===== src/rtl/cpu_exec_controller.sv =====
// Run/step/breakpoint sequencer for the four-bit CPU.
// Converts front-panel presses into single-clock execute strobes.
module cpu_exec_controller #(
  parameter int RATE_BITS = 10,
  parameter int PC_BITS   = 3
) (
  input  logic               clock,
  input  logic               reset,
  input  logic               stepPressed,
  input  logic               runPressed,
  output logic               pressAck,
  input  logic               breakEnable,
  input  logic [PC_BITS-1:0] breakAddr,
  input  logic [PC_BITS-1:0] pc,
  output logic               execStrobe,
  output logic [2:0]         state,
  output logic               running,
  output logic [7:0]         instrCount
);

  typedef enum logic [2:0] {
    HALT        = 3'd0,
    STEP_EXEC   = 3'd1,
    STEP_SETTLE = 3'd2,
    RUN         = 3'd3,
    BREAK       = 3'd4
  } state_t;

  localparam logic [RATE_BITS-1:0] RATE_ZERO = {RATE_BITS{1'b0}};
  localparam logic [RATE_BITS-1:0] RATE_ONE  = RATE_BITS'(32'd1);
  localparam logic [RATE_BITS-1:0] RATE_MAX  = {RATE_BITS{1'b1}};

  state_t               state_r;
  state_t               next_state_s;
  logic [RATE_BITS-1:0] rate_cnt_r;
  logic [RATE_BITS-1:0] rate_cnt_next_s;
  logic                 skip_break_r;
  logic                 skip_break_next_s;
  logic                 exec_strobe_r;
  logic                 exec_strobe_next_s;
  logic                 press_ack_r;
  logic                 press_ack_next_s;
  logic                 running_r;
  logic [7:0]           instr_count_r;
  logic                 terminal_s;
  logic                 break_hit_s;

  assign terminal_s  = (rate_cnt_r == RATE_MAX);
  // skipBreak lets a resumed run execute the instruction it trapped on.
  assign break_hit_s = breakEnable & (pc == breakAddr) & ~skip_break_r;

  // Next-state, strobe and acknowledge decisions.
  always_comb begin
    next_state_s       = state_r;
    rate_cnt_next_s    = rate_cnt_r;
    skip_break_next_s  = skip_break_r;
    exec_strobe_next_s = 1'b0;
    press_ack_next_s   = 1'b0;
    case (state_r)
      HALT, BREAK: begin
        if (runPressed) begin
          next_state_s      = RUN;
          rate_cnt_next_s   = RATE_ZERO;
          skip_break_next_s = 1'b1;
          press_ack_next_s  = 1'b1;
        end else if (stepPressed) begin
          next_state_s       = STEP_EXEC;
          exec_strobe_next_s = 1'b1;
          press_ack_next_s   = 1'b1;
        end else begin
          next_state_s = state_r;
        end
      end
      STEP_EXEC: begin
        next_state_s = STEP_SETTLE;
      end
      STEP_SETTLE: begin
        next_state_s = HALT;
      end
      RUN: begin
        rate_cnt_next_s = rate_cnt_r + RATE_ONE;
        if (runPressed) begin
          next_state_s     = HALT;
          press_ack_next_s = 1'b1;
        end else if (terminal_s) begin
          if (break_hit_s) begin
            next_state_s = BREAK;
          end else begin
            exec_strobe_next_s = 1'b1;
            skip_break_next_s  = 1'b0;
          end
        end else begin
          next_state_s = RUN;
        end
      end
      default: begin
        next_state_s = HALT;
      end
    endcase
  end

  // State, counters and registered outputs with synchronous reset.
  always_ff @(posedge clock) begin
    if (reset) begin
      state_r       <= HALT;
      rate_cnt_r    <= RATE_ZERO;
      skip_break_r  <= 1'b0;
      exec_strobe_r <= 1'b0;
      press_ack_r   <= 1'b0;
      running_r     <= 1'b0;
      instr_count_r <= 8'd0;
    end else begin
      state_r       <= next_state_s;
      rate_cnt_r    <= rate_cnt_next_s;
      skip_break_r  <= skip_break_next_s;
      exec_strobe_r <= exec_strobe_next_s;
      press_ack_r   <= press_ack_next_s;
      running_r     <= (next_state_s == RUN);
      instr_count_r <= instr_count_r + {7'd0, exec_strobe_r};
    end
  end

  assign state      = state_r;
  assign execStrobe = exec_strobe_r;
  assign pressAck   = press_ack_r;
  assign running    = running_r;
  assign instrCount = instr_count_r;

endmodule

===== config.mk =====
export PLATFORM = sky130hd
export DESIGN_NAME = cpu_exec_controller
export DESIGN_NICKNAME = d
export VERILOG_FILES = /design/src/rtl/cpu_exec_controller.sv
export SDC_FILE = /design/constraint.sdc
export NUM_CORES = 1
export LEC_CHECK = 0
export ABC_AREA = 1
export CORE_AREA = 2 2 47 66
export DETAILED_ROUTE_END_ITERATION = 6
export DIE_AREA = 0 0 49 68
export GPL_TIMING_DRIVEN = 0
export HOLD_SLACK_MARGIN = 0.15
export PLACE_DENSITY = 0.84
export SLEW_MARGIN = 20
export SYNTH_ARGS = -nofsm -noshare
export SYNTH_HDL_FRONTEND = slang
export SYNTH_SLANG_ARGS = --single-unit

===== constraint.sdc =====
create_clock -name clock -period 1.7 [get_ports clock]
set_input_delay 0.255 -clock clock [delete_from_list [all_inputs] [get_ports clock]]
set_output_delay 0.255 -clock clock [all_outputs]
set_load 0.01 [all_outputs]

==> results of run 1 <==
==> worst max path at each step <==
stage / start / end / slack (ps) / cells after the start
floorplan: rate_cnt_r[0] / running / 390 / 10
global placement: breakAddr[0] / running / 110 / 12
detailed placement: breakAddr[0] / running / 100 / 12
CTS: state[0] / state[0] / 90 / 1
global route: state[0] / state[0] / 40 / 1
finish: state[0] / state[0] / 100 / 1
==> cell families after synthesis <==
kind of cell | Yosys count | synth area share
AO/OA/AOI/OAI | 30 | 0.138
flip-flops | 25 | 0.395
adder cells (fa/ha/maj) | 3 | 0.0296
XOR/XNOR | 1 | 0.00692
buffers and inverters | 28 | 0.0830
AND/OR/NAND/NOR | 89 | 0.347
==> placed cells by master, fill, tap and decap left out, drive strengths merged, types with 3 or more instances in the layout <==
cell type,n
nand2,45
inv,27
dfxtp,25
clkdlybuf4s50,24
nor2,20
a21oi,15
nand3,12
o21ai,8
nand4,6
clkbuf,4
nor3,3
ha,3
==> state kept, by name (all words and copies together), names as in the netlist <==
signal and count:
rate_cnt_r 10, execStrobe 1, pressAck 1, instrCount 8, skip_break_r 1, running 1, state 3
==> layer usage <==
layer / global-route usage / up-vias / share of wire
li1: - / 635 / -
met4: 0.100 / 0 / 0.025
met1: 0.180 / 523 / 0.44
met2: 0.308 / 24 / 0.50
met3: 0.0262 / 5 / 0.034
met5: 0 / - / 0
==> layout make-up <==
cell class | count | area share
buffer | 1 | 0.00235
tap | 37 | 0.0290
timing repair buffer | 24 | 0.150
inverter | 27 | 0.0634
clock buffer | 3 | 0.0258
sequential | 25 | 0.313
clock inverter | 1 | 0.00313
multi-input combinational | 123 | 0.413
==> per-stage QoR <==
stage / setup WS [ps] / power [mW]
2_1_floorplan: 391 / 0.729
3_3_place_gp: 114 / 0.803
3_5_place_dp: 103 / 0.805
4_1_cts: 92.5 / 1.15
5_1_grt: 41.8 / 1.19
6_report: 101 / 1.14
==> report_power, final <==
group | total, mW | internal, mW | switching, mW
Sequential | 0.618 | 0.602 | 0.0161
Combinational | 0.172 | 0.0785 | 0.0934
Clock | 0.349 | 0.164 | 0.185
==> summary.txt, run 1 <==
Status
  – Status: finished, final reports clean

Pwr
  – Cell leakage power: 0.642 nW
  – Power Density: 713 mW/mm^2
  – Worst vdd ir: 0.000418 V

Layout
  – Final Cell Area: 0.00160 sq mm
  – Fill count: 267
  – Nets: 219
  – Register area: 500 sq um
  – Final core utilization: 0.573
  – Share of cells above drive strength 1: 0.113
  – Antenna diodes: 0
  – Area of the multi-input gates: 661 sq um
  – Area Overhead vs Synth: 26.3%
  – Non-filler cells, final: 241

Synth
  – Syn. warnings: 0
  – Top cells by count, synth: nand2_1 (41), dfxtp_1 (25), inv_1 (23)
  – FF+latch count, synth: 25
  – Ranking of synthesized cells by area: dfxtp_1 (40%), nand2_1 (12%), inv_1 (6.8%), a21oi_1 (5.9%), nor2_1 (4.4%)
  – Yosys cell types: 28
  – Async set-reset flop share out of synthesis: 0
  – Synthesized cell area: 0.00127 sq mm
  – Most frequent cell after synthesis: nand2_1
  – Post-synth top area share: 0.395
  – Synthesized area per cell: 7.19 sq um
  – Seq/Total Area, Yosys: 0.395
  – Post-synth EDFFs: 0
  – Leading area contributor after synthesis: dfxtp_1
  – Post-Syn Instances: 176
  – Top_reg_cell synth: dfxtp_1
  – Syn nets: 190

Floorplan
  – Initial Util: 0.454
  – Io pins: 25
  – Core footprint: 0.00279 sq mm
  – DIE WIDTH: 49 um
  – Die Height: 68 um
  – Num rows: 23
  – Die ar.: 0.00333 sq mm

STA
  – Max-slew violations: 0
  – Period utilisation layout: 0.941
  – Hold WS: 472 ps
  – Worst slew pin tran: 503 ps
  – Clk_skew: 4.11 ps
  – RSZ-0062 raised after global routing: no
  – Setup violators final: 0
  – Tmin final: 1600 ps
  – Fin Setup TNS: 0 ps
  – Slew margin rel.: 0.665
  – Final Hold Vio Count: 0
  – Fmax achieved: 625 MHz

Worst hold path
  – Worst Hold Path Cells: 2
  – Hold EP: skip_break_r
  – Hold path startpoint: skip_break_r
  – Hold crit path type: reg -> reg

Worst setup path
  – CP Data Required Time: 1440 ps
  – Startpoint Class: flip-flop
  – CP top delay family: buffers and inverters
  – R2r worst-path depth: 10
  – Setup crit end kind: primary output
  – Critical Path Max Stage Delay: 590 ps
  – Largest fanout on the critical path: 6
  – Crit path DAT: 1340 ps
  – CP Cell Sequence: clkdlybuf4s50_1
  – RR Endpoint: running
  – Crit-path slowest cell: clkdlybuf4s50_1
  – Setup CP Type: reg -> out
  – Worst path buffer plus inverter count: 1
  – Reg2Reg Setup Slack: 240 ps
  – FF-to-FF Start: rate_cnt_r[0]

Clock network
  – Clock-pin transition on the worst setup and hold timing paths: 80 ps
  – Clock sink count: 25
  – TritonCTS clock tree: yes
  – Bufs on Longest Clock Path: 2
  – Post-CTS resize count: 0
  – Setup Buffers After CTS: 0
  – Hold buffers post-CTS: 0
  – Total CTS buffers: 3
  – Worst skew pair latency: 270 ps
  – Clk root buf: clkbuf_8
  – CTS H-tree depth: 1

Placed design
  – Port-buffer cells: 24
  – Post-DP HPWL: 1.95 mm
  – Placed cell count: 237
  – Final RePlAce weighted congestion: 0.829
  – Area post-placement: 0.00155 sq mm

Job
  – Max_cap viols: 0

Global routing
  – Total gr overflow: 0
  – Largest net degree at the start of global routing: 15
  – Vias in the first global route: 1064
  – Initial antenna violation count: 0
  – First-pass GRT wire length: 4.28 mm
  – Total GRT Usage: 0.166

Drt
  – Drt first pass iters: 4
  – Total Routed Length: 2.53 mm
  – Final ANT Viol Nets: 0
  – DR WL/cell: 10.5 um
  – Via Count: 1187
  – Initial DRC Count: 16
  – Post-DR vias/cell: 4.93
  – DRC: 0
Power figures use the tool's default switching activity.
==> run 2: changes to the inputs <==
CORE_AREA = 2 2 48 68   (was 2 2 47 66)
DIE_AREA = 0 0 50 70   (was 0 0 49 68)
PLACE_DENSITY = 0.8   (was 0.84)
==> summary.txt, run 2 (synthesized netlist as in run 1, its figures left out) <==
Global routing
  – Initial antenna violation count: 0 (unchanged)
  – First-pass GRT wire length: 4.62 mm (+7.7%)
  – Vias in the first global route: 1127 (+5.9%)
  – Largest net degree at the start of global routing: 16 (+1)
  – Total GRT Usage: 0.166 (about the same)
  – Total gr overflow: 0 (unchanged)

Floorplan
  – Die Height: 70 um (+2.9%)
  – Io pins: 25 (unchanged)
  – Initial Util: 0.426 (-0.0277)
  – Die ar.: 0.00350 sq mm (+5.0%)
  – Core footprint: 0.00297 sq mm (+6.5%)
  – DIE WIDTH: 50 um (+2.0%)
  – Num rows: 24 (+4.3%)

STA
  – Setup violators final: 0 (unchanged)
  – Fin Setup TNS: 0 ps (unchanged)
  – Clk_skew: 6.68 ps (+2.57 ps)
  – Period utilisation layout: 0.941 (about the same)
  – RSZ-0062 raised after global routing: no
  – Final Hold Vio Count: 0 (unchanged)
  – Max-slew violations: 0 (unchanged)
  – Fmax achieved: 625 MHz (about the same)
  – Worst slew pin tran: 509 ps (+5.93 ps)
  – Slew margin rel.: 0.661 (-0.00395)
  – Tmin final: 1600 ps (-0.519 ps)

Pwr
  – Cell leakage power: 0.638 nW (-0.59%)
  – Worst vdd ir: 0.000507 V (+21%)
  – Power Density: 715 mW/mm^2 (+0.29%)
  – Power Total: 1.15 mW (+0.61%)

Worst setup path
  – Crit-path slowest cell: clkdlybuf4s50_1
  – Critical Path Max Stage Delay: 590 ps (about the same)
  – Largest fanout on the critical path: 6 (unchanged)
  – Worst path buffer plus inverter count: 1 (unchanged)
  – Startpoint Class: flip-flop
  – CP Cell Sequence: clkdlybuf4s50_1
  – Setup CP Type: reg -> out
  – CP Data Required Time: 1440 ps (about the same)
  – CP top delay family: buffers and inverters
  – Crit path DAT: 1340 ps (about the same)
  – Setup crit end kind: primary output

Clock network
  – Clock sink count: 25 (unchanged)
  – Hold buffers post-CTS: 0 (unchanged)
  – Clock-pin transition on the worst setup and hold timing paths: 90 ps (about the same)
  – Bufs on Longest Clock Path: 2 (unchanged)
  – TritonCTS clock tree: yes
  – Worst skew pair latency: 270 ps (about the same)
  – Post-CTS resize count: 0 (unchanged)
  – Clk root buf: clkbuf_8
  – Setup Buffers After CTS: 0 (unchanged)
  – Total CTS buffers: 3 (unchanged)
  – CTS H-tree depth: 1 (unchanged)

Drt
  – DRC: 0 (unchanged)
  – Drt first pass iters: 4 (unchanged)
  – Final ANT Viol Nets: 0 (unchanged)
  – Post-DR vias/cell: 4.83 (-1.9%)
  – Initial DRC Count: 19 (+3)
  – DR WL/cell: 11.0 um (+4.7%)
  – Via Count: 1174 (-1.1%)
  – Total Routed Length: 2.67 mm (+5.6%)

Layout
  – Antenna diodes: 0 (unchanged)
  – Max FFs per register: 10 (unchanged)
  – Nets: 219 (unchanged)
  – Area Overhead vs Synth: 26.7%
  – Final core utilization: 0.540 (-0.0333)
  – Share of cells above drive strength 1: 0.113 (unchanged)
  – Largest Register: rate_cnt_r
  – Fill count: 287 (+7.5%)
  – Most frequent cells in the layout: nand2_1 (41), dfxtp_1 (25), clkdlybuf4s50_1 (24)
  – Most common cell after layout, fill and taps aside: nand2_1

Placed design
  – Final RePlAce weighted congestion: 0.795 (-4.1%)
  – Port-buffer cells: 24 (unchanged)
  – Post-DP HPWL: 1.98 mm (+1.3%)

Worst hold path
  – Hold crit path type: reg -> reg

Job
  – Max_cap viols: 0 (unchanged)

Status
  – Status: finished, final reports clean
## run 2: power breakdown
group,total (mW),internal (mW),switching [mW]
Sequential,0.618,0.602,0.0159
Clock,0.356,0.166,0.190
Combinational,0.172,0.0785,0.0936
## run 2: layout make-up
cell class	instances	area [sq um]	area share
multi-input combinational	123	661	0.412
buffer	1	3.75	0.00234
inverter	27	101	0.0632
tap	39	48.8	0.0304
sequential	25	500	0.312
clock buffer	3	41.3	0.0257
clock inverter	1	7.51	0.00468
timing repair buffer	24	240	0.150
## run 2: layer usage
layer / GRT usage / vias to the layer above / wire length [um]
li1: - / 628 / -
met1: 0.182 / 517 / 1090
met2: 0.313 / 25 / 1440
met3: 0.0256 / 4 / 107
met4: 0.0556 / 0 / 36
met5: 0 / - / 0
## run 2: final timing paths
| path | cells after the start | from | slack, ps | to |
|---|---|---|---|---|
| max reg2reg | 10 | rate_cnt_r[0] | 170 | running |
| max | 1 | state[0] | 100 | state[0] |
| min reg2reg | 2 | skip_break_r | 460 | skip_break_r |
| min | 2 | skip_break_r | 460 | skip_break_r |
## run 2: per-stage QoR
step	worst slack [ps]	cell area, sq um	hold WS [ps]	std cells
2_1_floorplan	391	1270	328	176
5_1_grt	13.5	1600	481	243
3_3_place_gp	99.7	1560	451	239
6_report	101	1600	463	243
4_1_cts	93.6	1600	465	243
3_5_place_dp	68.0	1560	453	239
==> run 3: changes to the inputs <==
CORE_AREA = 2 2 46 65   (was 2 2 48 68)
DIE_AREA = 0 0 48 67   (was 0 0 50 70)
PLACE_DENSITY = 0.86   (was 0.8)
==> summary.txt, run 3 (synthesized netlist as in run 1, its figures left out) <==
Layout
  – Most frequent cells in the layout: nand2_1 (41), dfxtp_1 (24), clkdlybuf4s50_1 (24)
  – Max FFs per register: 10 (unchanged)
  – Most common cell after layout, fill and taps aside: nand2_1
  – Antenna diodes: 0 (unchanged)
  – Largest Register: rate_cnt_r
  – Nets: 219 (unchanged)
  – Non-filler cells, final: 240 (-1.2%)
  – Share of cells above drive strength 1: 0.118 (+0.00490)
  – Area Overhead vs Synth: 24.8%
  – Final Cell Area: 0.00158 sq mm (-1.5%)

Placed design
  – Port-buffer cells: 24 (unchanged)
  – Final RePlAce weighted congestion: 0.838 (+5.3%)
  – Post-DP HPWL: 1.92 mm (-3.1%)
  – Area post-placement: 0.00155 sq mm (-0.24%)
  – Placed cell count: 236 (-1.3%)

Pwr
  – Power Density: 669 mW/mm^2 (-6.3%)
  – Comb pwr share: 0.163 (+0.013)
  – Net Sw Frac: 0.271 (+0.0102)
  – P_sw: 0.287 mW (-4.1%)
  – Clock share of power: 0.251 (-0.060)
  – Int Pwr: 0.771 mW (-9.0%)
  – Cell leakage power: 0.634 nW (-0.58%)
  – Power share of the sequential group: 0.586 (+0.047)
  – Worst vdd ir: 0.000470 V (-7.3%)

Drt
  – Via Count: 1192 (+1.5%)
  – Final ANT Viol Nets: 0 (unchanged)
  – Initial DRC Count: 34 (+15)
  – DRC: 0 (unchanged)
  – Post-DR vias/cell: 4.97 (+2.8%)
  – Drt first pass iters: 4 (unchanged)
  – Total Routed Length: 2.51 mm (-6.3%)
  – DR WL/cell: 10.4 um (-5.1%)

Floorplan
  – Initial Util: 0.484 (+0.0583)
  – DIE WIDTH: 48 um (-4.0%)
  – Num rows: 22 (-8.3%)
  – Io pins: 25 (unchanged)
  – Die Height: 67 um (-4.3%)
  – Core footprint: 0.00262 sq mm (-12%)
  – Die ar.: 0.00322 sq mm (-8.1%)

STA
  – Fmax achieved: 613 MHz (-2.1%)
  – Tmin final: 1630 ps (+33.6 ps)
  – Setup violators final: 0 (unchanged)
  – Worst slew pin tran: 531 ps (+21.5 ps)
  – Period utilisation layout: 0.960 (+0.0198)
  – RSZ-0062 raised after global routing: no
  – Fin Setup TNS: 0 ps (unchanged)
  – Max-slew violations: 0 (unchanged)
  – Slew margin rel.: 0.646 (-0.0144)
  – Final Hold Vio Count: 0 (unchanged)
  – Clk_skew: 3.20 ps (-3.48 ps)

Worst setup path
  – CP Cell Sequence: clkdlybuf4s50_1
  – RR Endpoint: running
  – Worst path buffer plus inverter count: 1 (unchanged)
  – Critical Path Max Stage Delay: 580 ps (about the same)
  – Crit-path slowest cell: clkdlybuf4s50_1
  – CP top delay family: buffers and inverters
  – FF-to-FF Start: rate_cnt_r[0]
  – R2r worst-path depth: 10 (unchanged)
  – Setup crit end kind: primary output
  – CP Data Required Time: 1440 ps (about the same)
  – Startpoint Class: flip-flop
  – Largest fanout on the critical path: 5 (-1)
  – Crit path DAT: 1380 ps (+40 ps)
  – Setup CP Type: reg -> out
  – Reg2Reg Setup Slack: 220 ps (+50 ps)

Global routing
  – Initial antenna violation count: 0 (unchanged)
  – First-pass GRT wire length: 4.11 mm (-11%)
  – GR Util met3: 0.00813 (-0.0175)
  – Gr busiest metal: met2
  – GRT met1 Usage: 0.198 (+0.0156)
  – GRT met2 Usage: 0.315 (+0.00213)
  – Largest net degree at the start of global routing: 15 (-1)
  – Total GRT Usage: 0.176 (+0.00982)
  – Total gr overflow: 0 (unchanged)
  – Vias in the first global route: 1050 (-6.8%)

Status
  – Status: finished, final reports clean

Clock network
  – Bufs on Longest Clock Path: 2 (unchanged)
  – TritonCTS clock tree: yes
  – Setup Buffers After CTS: 0 (unchanged)
  – CTS H-tree depth: 1 (unchanged)
  – Total CTS buffers: 3 (unchanged)
  – Clock-pin transition on the worst setup and hold timing paths: 130 ps (+40 ps)
  – Clock sink count: 25 (unchanged)
  – Worst skew pair latency: 320 ps (+50 ps)
  – Clk root buf: clkbuf_4

Job
  – Max_cap viols: 0 (unchanged)

Worst hold path
  – Hold crit path type: reg -> reg
  – Hold path startpoint: skip_break_r
  – Hold EP: skip_break_r
  – Worst Hold Path Cells: 2 (unchanged)
run 3: cell count changes in the layout (fill, tap and decap cells not counted), sizes merged:
cell      delta
clkinv       +1
clkinvlp     -1
run 3: metal layers:
layer  wire, um  vias to the layer above  share of wire
met5          0                        -              0
met4         54                        0          0.022
met3        110                        5          0.044
met2       1260                       31           0.50
met1       1080                      527           0.43
li1           -                      629              -
run 3: area by class of cell:
cell class,count,area [sq um]
clock inverter,1,5.00
timing repair buffer,24,240
clock buffer,3,22.5
multi-input combinational,123,661
fill,247,1030
tap,36,45.0
inverter,27,101
sequential,25,502
buffer,1,3.75
run 3: tightest hold or removal path, cell delays in order, from the launching register on:
cell and delay, ps:
dfxtp_1 330, nand2_1 60, a21oi_1 50
run 3: through the flow:
step / setup slack (ps) / hold slack [ps] / power (mW) / util
3_5_place_dp: 88.8 / 452 / 0.806 / 0.593
2_1_floorplan: 391 / 328 / 0.729 / -
6_report: 67.5 / 467 / 1.06 / 0.604
3_3_place_gp: 127 / 450 / 0.803 / 0.593
4_1_cts: 65.8 / 471 / 1.07 / 0.604
5_1_grt: 17.8 / 509 / 1.11 / 0.604
run 3: power by group through the flow:
stage                     Sequential, mW  Combinational (mW)  Clock (mW)
after global placement             0.632               0.171           0
after detailed placement           0.632               0.173           0
final                              0.620               0.172       0.266
after global routing               0.622               0.198       0.293
after floorplan                    0.637              0.0920           0
after CTS                          0.620               0.174       0.273
run 3: worst max-delay path by stage:
stage,startpoint,end,slack [ps],depth (start not counted)
3_3_place_gp,reset,rate_cnt_r[9],130,3
5_1_grt,state[1],state[1],20,1
4_1_cts,state[1],state[1],70,1
2_1_floorplan,rate_cnt_r[0],running,390,10
6_report,state[1],state[1],70,1
3_5_place_dp,pc[2],running,90,12
run 3: repair_timing:
action,4_1_cts,5_1_grt
hold buffers,0,0
resized for setup,1,0
endpoints found under the hold margin,0,0
endpoints found under the setup margin,1,0
